<file path="src/rtl/nn_pkg.sv">
// rtl/nn_pkg.sv - shared types and defaults for the inference scheduler
// Purpose: scheduler FSM state enum, default output-layer geometry and
//          timeout, index width shared by the scheduler and argmax_seq.
// Ports:   none (package).
package nn_pkg;

   localparam int N_OUT_DEF   = 10;
   localparam int DATA_W_DEF  = 16;
   localparam int TIMEOUT_DEF = 4096;
   localparam int IDX_W       = 4;

   typedef enum logic [2:0] {
      IDLE    = 3'd0,
      ARM     = 3'd1,
      RUN     = 3'd2,
      RELEASE = 3'd3,
      SCAN    = 3'd4,
      REPORT  = 3'd5,
      FAULT   = 3'd6
   } sched_state_t;

endpackage

</file>
<file path="src/rtl/argmax_seq.sv">
// rtl/argmax_seq.sv - sequential running argmax over one value per cycle
// Purpose: tracks the index and value of the largest signed sample seen since
//          the last init; ties keep the earliest index.
// Ports:   Clk, Reset_n   - clock, synchronous active-low reset
//          init           - current sample restarts the search
//          valid          - current sample takes part in the search
//          index, value   - sample position and signed sample
//          best_idx/val   - best so far, already including the current sample
module argmax_seq
   import nn_pkg::*;
#(
   parameter int DATA_W = DATA_W_DEF
) (
   input  logic                     Clk,
   input  logic                     Reset_n,
   input  logic                     init,
   input  logic                     valid,
   input  logic [IDX_W-1:0]         index,
   input  logic signed [DATA_W-1:0] value,
   output logic [IDX_W-1:0]         best_idx,
   output logic signed [DATA_W-1:0] best_val
);

   logic [IDX_W-1:0]         run_idx;
   logic signed [DATA_W-1:0] run_val;
   logic                     take;

   // Outputs include the current sample so the caller can capture the final
   // result on the same edge that evaluates the last index.
   always_comb begin
      take     = valid && (init || (value > run_val));
      best_idx = take ? index : run_idx;
      best_val = take ? value : run_val;
   end

   always_ff @(posedge Clk) begin
      if (!Reset_n) begin
         run_idx <= '0;
         run_val <= '0;
      end else begin
         run_idx <= best_idx;
         run_val <= best_val;
      end
   end

endmodule

</file>
<file path="src/rtl/inference_scheduler.sv">
// rtl/inference_scheduler.sv - runs the layer sequencer then picks the winning class
// Purpose: on Start, requests a network pass (Compute) from the layer
//          sequencer, waits for it to finish (R), scans the output layer for
//          the signed maximum and reports digit/score; a timeout reports a fault.
// Ports:   Clk, Reset_n   - clock, synchronous active-low reset
//          Start          - host request pulse (honoured only when idle)
//          Compute, R     - level request to / ready flag from the sequencer
//          Out_idx        - read index into output-layer results
//          Out_data       - signed result at Out_idx (same-cycle read)
//          Busy, Done     - not idle / one-cycle result-update pulse
//          Digit, Score   - winning class (4'hF on fault) and its value
//          Error          - sticky timeout flag, cleared by the next Start
module inference_scheduler
   import nn_pkg::*;
#(
   parameter int N_OUT       = N_OUT_DEF,
   parameter int DATA_W      = DATA_W_DEF,
   parameter int TIMEOUT_CYC = TIMEOUT_DEF
) (
   input  logic                     Clk,
   input  logic                     Reset_n,
   input  logic                     Start,
   output logic                     Compute,
   input  logic                     R,
   output logic [IDX_W-1:0]         Out_idx,
   input  logic signed [DATA_W-1:0] Out_data,
   output logic                     Busy,
   output logic                     Done,
   output logic [IDX_W-1:0]         Digit,
   output logic signed [DATA_W-1:0] Score,
   output logic                     Error
);

   localparam int CNT_W = (TIMEOUT_CYC > 2) ? $clog2(TIMEOUT_CYC) : 1;

   sched_state_t             state, state_next;
   logic [CNT_W-1:0]         tmo_cnt;
   logic [IDX_W-1:0]         scan_idx;
   logic                     timeout_hit;
   logic                     scan_last;
   logic [IDX_W-1:0]         best_idx;
   logic signed [DATA_W-1:0] best_val;

   assign timeout_hit = (tmo_cnt == CNT_W'(TIMEOUT_CYC - 1));
   assign scan_last   = (scan_idx == IDX_W'(N_OUT - 1));

   // State register
   always_ff @(posedge Clk) begin
      if (!Reset_n) state <= IDLE;
      else          state <= state_next;
   end

   // Next-state logic; the sequencer exit condition wins over a timeout
   // landing on the same cycle.
   always_comb begin
      state_next = state;
      case (state)
         IDLE:    if (Start) state_next = ARM;
         ARM:     if (!R) state_next = RUN;
                  else if (timeout_hit) state_next = FAULT;
         RUN:     if (R) state_next = RELEASE;
                  else if (timeout_hit) state_next = FAULT;
         // A sequencer that drops R again after release is waited on again
         // under timeout protection rather than scanned mid-update.
         RELEASE: state_next = R ? SCAN : RUN;
         SCAN:    if (scan_last) state_next = REPORT;
         REPORT:  state_next = IDLE;
         FAULT:   state_next = IDLE;
         default: state_next = IDLE;
      endcase
   end

   // Outputs decoded from state
   always_comb begin
      Compute = (state == ARM) || (state == RUN);
      Busy    = (state != IDLE);
      Done    = (state == REPORT) || (state == FAULT);
      Out_idx = (state == SCAN) ? scan_idx : '0;
   end

   // Datapath: timeout counter, scan index and the held result registers.
   // Results are captured on the edge entering REPORT/FAULT so they are
   // already valid while Done is high.
   always_ff @(posedge Clk) begin
      if (!Reset_n) begin
         tmo_cnt  <= '0;
         scan_idx <= '0;
         Digit    <= '0;
         Score    <= '0;
         Error    <= 1'b0;
      end else begin
         if (state == IDLE && Start)
            tmo_cnt <= '0;
         else if (state == ARM || state == RUN)
            tmo_cnt <= tmo_cnt + CNT_W'(1);

         scan_idx <= (state == SCAN) ? scan_idx + IDX_W'(1) : '0;

         if (state == IDLE && Start)
            Error <= 1'b0;

         if (state_next == FAULT && state != FAULT) begin
            Error <= 1'b1;
            Digit <= 4'hF;
            Score <= '0;
         end

         if (state == SCAN && scan_last) begin
            Digit <= best_idx;
            Score <= best_val;
         end
      end
   end

   argmax_seq #(
      .DATA_W (DATA_W)
   ) u_argmax (
      .Clk      (Clk),
      .Reset_n  (Reset_n),
      .init     ((state == SCAN) && (scan_idx == '0)),
      .valid    (state == SCAN),
      .index    (scan_idx),
      .value    (Out_data),
      .best_idx (best_idx),
      .best_val (best_val)
   );

endmodule

</file>
<file path="config.mk">
export PLATFORM = sky130hd
export DESIGN_NAME = inference_scheduler
export DESIGN_NICKNAME = d
export VERILOG_FILES = /design/src/rtl/nn_pkg.sv /design/src/rtl/argmax_seq.sv /design/src/rtl/inference_scheduler.sv
export SDC_FILE = /design/constraint.sdc
export NUM_CORES = 1
export LEC_CHECK = 0
export CELL_PAD_IN_SITES_DETAIL_PLACEMENT = 0
export CELL_PAD_IN_SITES_GLOBAL_PLACEMENT = 2
export CORE_ASPECT_RATIO = 0.75
export CORE_MARGIN = 4
export CORE_UTILIZATION = 30
export DETAILED_ROUTE_END_ITERATION = 12
export GPL_TIMING_DRIVEN = 0
export MAX_ROUTING_LAYER = met4
export PLACE_DENSITY = 0.82
export SYNTH_ARGS = -nofsm -noshare
export SYNTH_HDL_FRONTEND = slang
export SYNTH_SLANG_ARGS = --single-unit
</file>
<file path="constraint.sdc">
create_clock -name Clk -period 3.85 [get_ports Clk]
set_input_delay 0.77 -clock Clk [delete_from_list [all_inputs] [get_ports Clk]]
set_output_delay 0.77 -clock Clk [all_outputs]
set_load 0.05 [all_outputs]
</file>
==> results.env <==
DETAIL_ROUTED_VIA_COUNT_PER_CELL=4.789
POWER.COMBINATIONAL.FRACTION=0.082
GRT_MAX_DEGREE=11
POWER-PER-CELL-AREA_mW_PER_MM2=392.1
PEAKVDDDROP_mV=0.2137
SETUP.WORST_PATH.START='Out_data[15]'
SYN-MEAN-INSTANCE-AREA_SQ_UM=9.304
SYNTH-ADDER-AREA-SHARE=0.07865
FINALNETCOUNT=440
CTSHOLDBUFFERS=0
REG2REG_DEPTH=9
POST_ROUTE_CELLS_DRIVE_ABOVE_1_SHARE=0.08889
ROUTE.DETAILED.DRC=0
POWER.SWITCHING_FRACTION=0.2230
CLKLATENCYLATEPIN_PS=330
SYNTH_TOP_CELLS_BY_COUNT='sky130_fd_sc_hd__dfxtp_1 (60), sky130_fd_sc_hd__nand2_1 (49), sky130_fd_sc_hd__nor2_1 (24)'
SYNTH.MUX.AREA_FRACTION=0.07236
POSTSYNTH.TOPFLOPCELL='sky130_fd_sc_hd__dfxtp_1'
CP_CELL_SEQUENCE='clkdlybuf4s50_1, ha_1, nand4_2, nor4_2, a311o_1, nand2_2, o41ai_4, buf_6, a221o_1'
DETAIL_ROUTE.WL_PER_CELL_UM=14.28
YOSYSUNIQUECELLTYPES=53
HP-CLASS='reg -> reg'
SYNTH_XOR_AREA_FRAC=0.03854
SYN2LAYOUT_AREA_GROWTH_PCT=30.12
TIMING.REG2REG.SETUP_SLACK_PS=1160
WORSTMARGINPINSLEW_PS=600.9
STATIC_LEAKAGE_nW=1.632
TIMING_WORST_SETUP_PATH_TYPE='in -> reg'
CP-START-KIND='primary input'
WORST-PATH-STAGES=9
SYNTH_LARGEST_TYPE_AREA_FRACTION=0.3775
SYNTHARSTFLOPSHARE=0
GLOBAL_ROUTE.USAGE.TOTAL=0.1355
CHIPHEIGHT_UM=97.19
CP_DATA_REQUIRED_TIME_PS=4120
ARRIVAL_PS=3500
WORST_SETUP_PATH_ENDPOINT='Score[3]$_SDFFE_PN0P_'
CRITPATHTOPFAMILY='compound AO/OA/AOI/OAI gates'
VIAS_IN_THE_FIRST_GLOBAL_ROUTE=2528
REGTOREGENDPOINT='Score[3]$_SDFFE_PN0P_'
DESIGN_AREA_SQ_MM=0.004140
STATUS='finished, final reports clean'
CTS_RESIZED=0
FIN_SKEW_PS=4.280
CTS_ROOT_BUF='sky130_fd_sc_hd__clkbuf_16'
FLOPS_LATCHES_SYNTH=60
LAYOUT.CORE_UTILIZATION=0.4008
DPL-INSTANCE-AREA_SQ_MM=0.003822
CRITPATHMAXSTAGEDELAY_PS=470
GRT_SETUP_UNREPAIRED='no'
ANTENNA_FOUND_INITIAL=0
SYNTH.YOSYS.WARNINGS=0
CRITICAL_PATH_BUF_INV_COUNT=2
SYNTH_TOP_AREA_CELL='sky130_fd_sc_hd__dfxtp_1'
POWER_REPORT.INTERNAL_TOTAL_mW=1.262
FINALCRITICALPERIOD_PS=3230
SETUP_VIOLATIONS=0
CTS_SINKS=60
SYNTHESIS.AREA_SQ_MM=0.003182
PORT_BUFFERS=47
SYNTH_TOP_FAMILY_BY_AREA='simple AND/OR/NAND/NOR gates'
POWER_SWITCHING_mW=0.3621
CTS.HTREE.LEVELS=3
STD_CELL_ROWS=32
DETAIL_ROUTE.ITER0.VIOLATIONS=136
CAP_VIOLATIONS=0
MAXIMUM_CLOCK_FREQUENCY_MHz=309.6
SYNTH.NET_COUNT=382
FINALWEIGHTEDCONGESTION=0.7383
POWER.SHARE.SEQUENTIAL=0.388
FP.DIEW_UM=126.9
YS_TOP_CELLS_BY_AREA='sky130_fd_sc_hd__dfxtp_1 (38%), sky130_fd_sc_hd__ha_1 (7.9%), sky130_fd_sc_hd__mux2i_1 (7.2%)'
TRITONCTS_CLOCK_TREE='built'
GRT_FIRST_PASS_WIRELENGTH_UM=13030
CLOCK_PATH_BUFFERS=2
OVERFLOW=0
ROUTED-VIA-COUNT=2591
ENDPOINT_KIND='flop'
SYNTH_SEQUENTIAL_AREA_RATIO=0.3775
DIEAREA_SQ_MM=0.01233
SYNTHSIMPLEGATEAREAFRAC=0.2214
FINALSETUPTNS_PS=0
TIMING.CRITICAL_PATH.FANOUT_MAX=10
SYN_INST=342
POST-CTS-SETUP-BUFFER-COUNT=0
LAYOUT_WORST_PATH_CYCLE_SHARE=0.8389
NUM_IO_PINS=48
SLOWEST_STAGE='sky130_fd_sc_hd__o41ai_4'
P_CLK_FRAC=0.529
CRIT-REG2REG-LAUNCH='u_argmax.run_val[15]$_SDFF_PN0_'
MOST_COMMON_CELL_IN_THE_NETLIST='sky130_fd_sc_hd__dfxtp_1'
CTS_BUFFERS=9
POST-DP-HPWL_UM=5552
ANTENNA_CELL_COUNT=0
WORST_SLEW_MARGIN=0.5994
FINALHOLDWORSTSLACK_PS=455.1
DETAILEDPLACE.WORSTSLACK_PS=251.0
CLKTRANSATPATHREGS_PS=50
FINAL-HOLD-VIOLATION-COUNT=0
SYNTH_ENABLE_FLOP_CELLS=0
INITIAL_UTILIZATION=0.3080
ROUTE.ANTENNA.REMAINING_NETS=0
FLOORPLAN.CORE_AREA_SQ_MM=0.01033
DRT-TOTAL-WL_UM=7726
SETUP_WS_PS=620.1
FINAL-MAX-SLEW-VIOLATION-COUNT=0
DRT_FIRST_PASS_ITERS=6
SYNTH_AREA_IN_COMPOUND_GATES=0.1514
==> state kept, by name, summed over array words and instances (netlist names) <==
signal,cells
Score,16
tmo_cnt,12
scan_idx,4
u_argmax.run_idx,4
state,3
u_argmax.run_val,16
Error,1
Digit,4
==> cells in the final DEF, fill, tap and decap left out, types with 3 or more instances in the layout <==
master,instances
sky130_fd_sc_hd__inv_1,22
sky130_fd_sc_hd__nor2b_1,3
sky130_fd_sc_hd__o221ai_1,4
sky130_fd_sc_hd__clkbuf_16,9
sky130_fd_sc_hd__dfxtp_1,60
sky130_fd_sc_hd__and2_0,14
sky130_fd_sc_hd__a21oi_1,11
sky130_fd_sc_hd__a221o_1,16
sky130_fd_sc_hd__xor2_1,6
sky130_fd_sc_hd__buf_6,6
sky130_fd_sc_hd__o21ai_0,4
sky130_fd_sc_hd__nand4_1,5
sky130_fd_sc_hd__clkdlybuf4s50_1,47
sky130_fd_sc_hd__and2_1,6
sky130_fd_sc_hd__mux2i_1,23
sky130_fd_sc_hd__xnor2_1,8
sky130_fd_sc_hd__ha_1,20
sky130_fd_sc_hd__clkinv_2,3
sky130_fd_sc_hd__nand2_1,49
sky130_fd_sc_hd__nand3_1,7
sky130_fd_sc_hd__clkbuf_1,8
sky130_fd_sc_hd__nor3_1,4
sky130_fd_sc_hd__nor2_1,24
sky130_fd_sc_hd__and4_1,3
==> worst min-delay path by stage <==
stage	start	endpoint	slack, ps	cells past startpoint
5_1_grt	Error$_SDFFE_PN0P_	Error$_SDFFE_PN0P_	480	2
4_1_cts	Error$_SDFFE_PN0P_	Error$_SDFFE_PN0P_	470	2
3_3_place_gp	u_argmax.run_idx[0]$_SDFF_PN0_	u_argmax.run_idx[0]$_SDFF_PN0_	450	2
2_1_floorplan	u_argmax.run_idx[1]$_SDFF_PN0_	u_argmax.run_idx[1]$_SDFF_PN0_	440	2
3_5_place_dp	Error$_SDFFE_PN0P_	Error$_SDFFE_PN0P_	460	2
6_report	Error$_SDFFE_PN0P_	Error$_SDFFE_PN0P_	460	2
==> metrics by stage <==
step / std cells / total power, mW
floorplan: 342 / 0.7236
detailed placement: 525 / 0.7772
finish: 541 / 1.624
global placement: 525 / 0.7778
CTS: 541 / 1.650
global route: 541 / 1.693
==> tightest hold or removal path, delay by kind of cell, from the launching register on <==
| kind | cells | cell delay (ps) |
|---|---|---|
| buffers and inverters | 1 | 50 |
| DFF | 1 | 300 |
| AOI/OAI and AO/OA | 1 | 50 |
==> power by group through the flow <==
stage               registers (mW)  clock network [mW]  logic [mW]
floorplan                    0.643                   0      0.0807
global placement             0.643                   0       0.134
detailed placement           0.644                   0       0.134
CTS                          0.630               0.885       0.135
global route                 0.631               0.915       0.148
finish                       0.631               0.860       0.133
==> kinds of logic (layout without fill, tap and decap cells) <==
group / count (synthesis) / in the layout
and+or+nand+nor: 134 / 134
DFF: 60 / 60
AOI/OAI and AO/OA: 54 / 54
buffers and inverters: 37 / 100
muxes: 23 / 23
adders and majority gates: 20 / 20
xor gates and xnor gates: 14 / 14
==> layout make-up <==
type	instances	area (sq um)
clock inverters	5	75.07
repair buffers	47	470.5
multi-input cells	245	1789
plain buffers	15	108.9
fillers	1055	6190
well taps	136	170.2
flip-flops and latches	60	1201
clock buffers	11	242.7
inverters	22	82.58
==> routing by layer <==
| metal | global-route usage | vias to the layer above | wire, um |
|---|---|---|---|
| li1 | - | 1329 | - |
| met1 | 0.1938 | 1206 | 4090 |
| met2 | 0.1833 | 46 | 3162 |
| met3 | 0.03571 | 10 | 348 |
| met4 | 0.04452 | 0 | 125 |
| met5 | - | - | 0 |
Note: power is estimated with default switching activity, not from simulation.
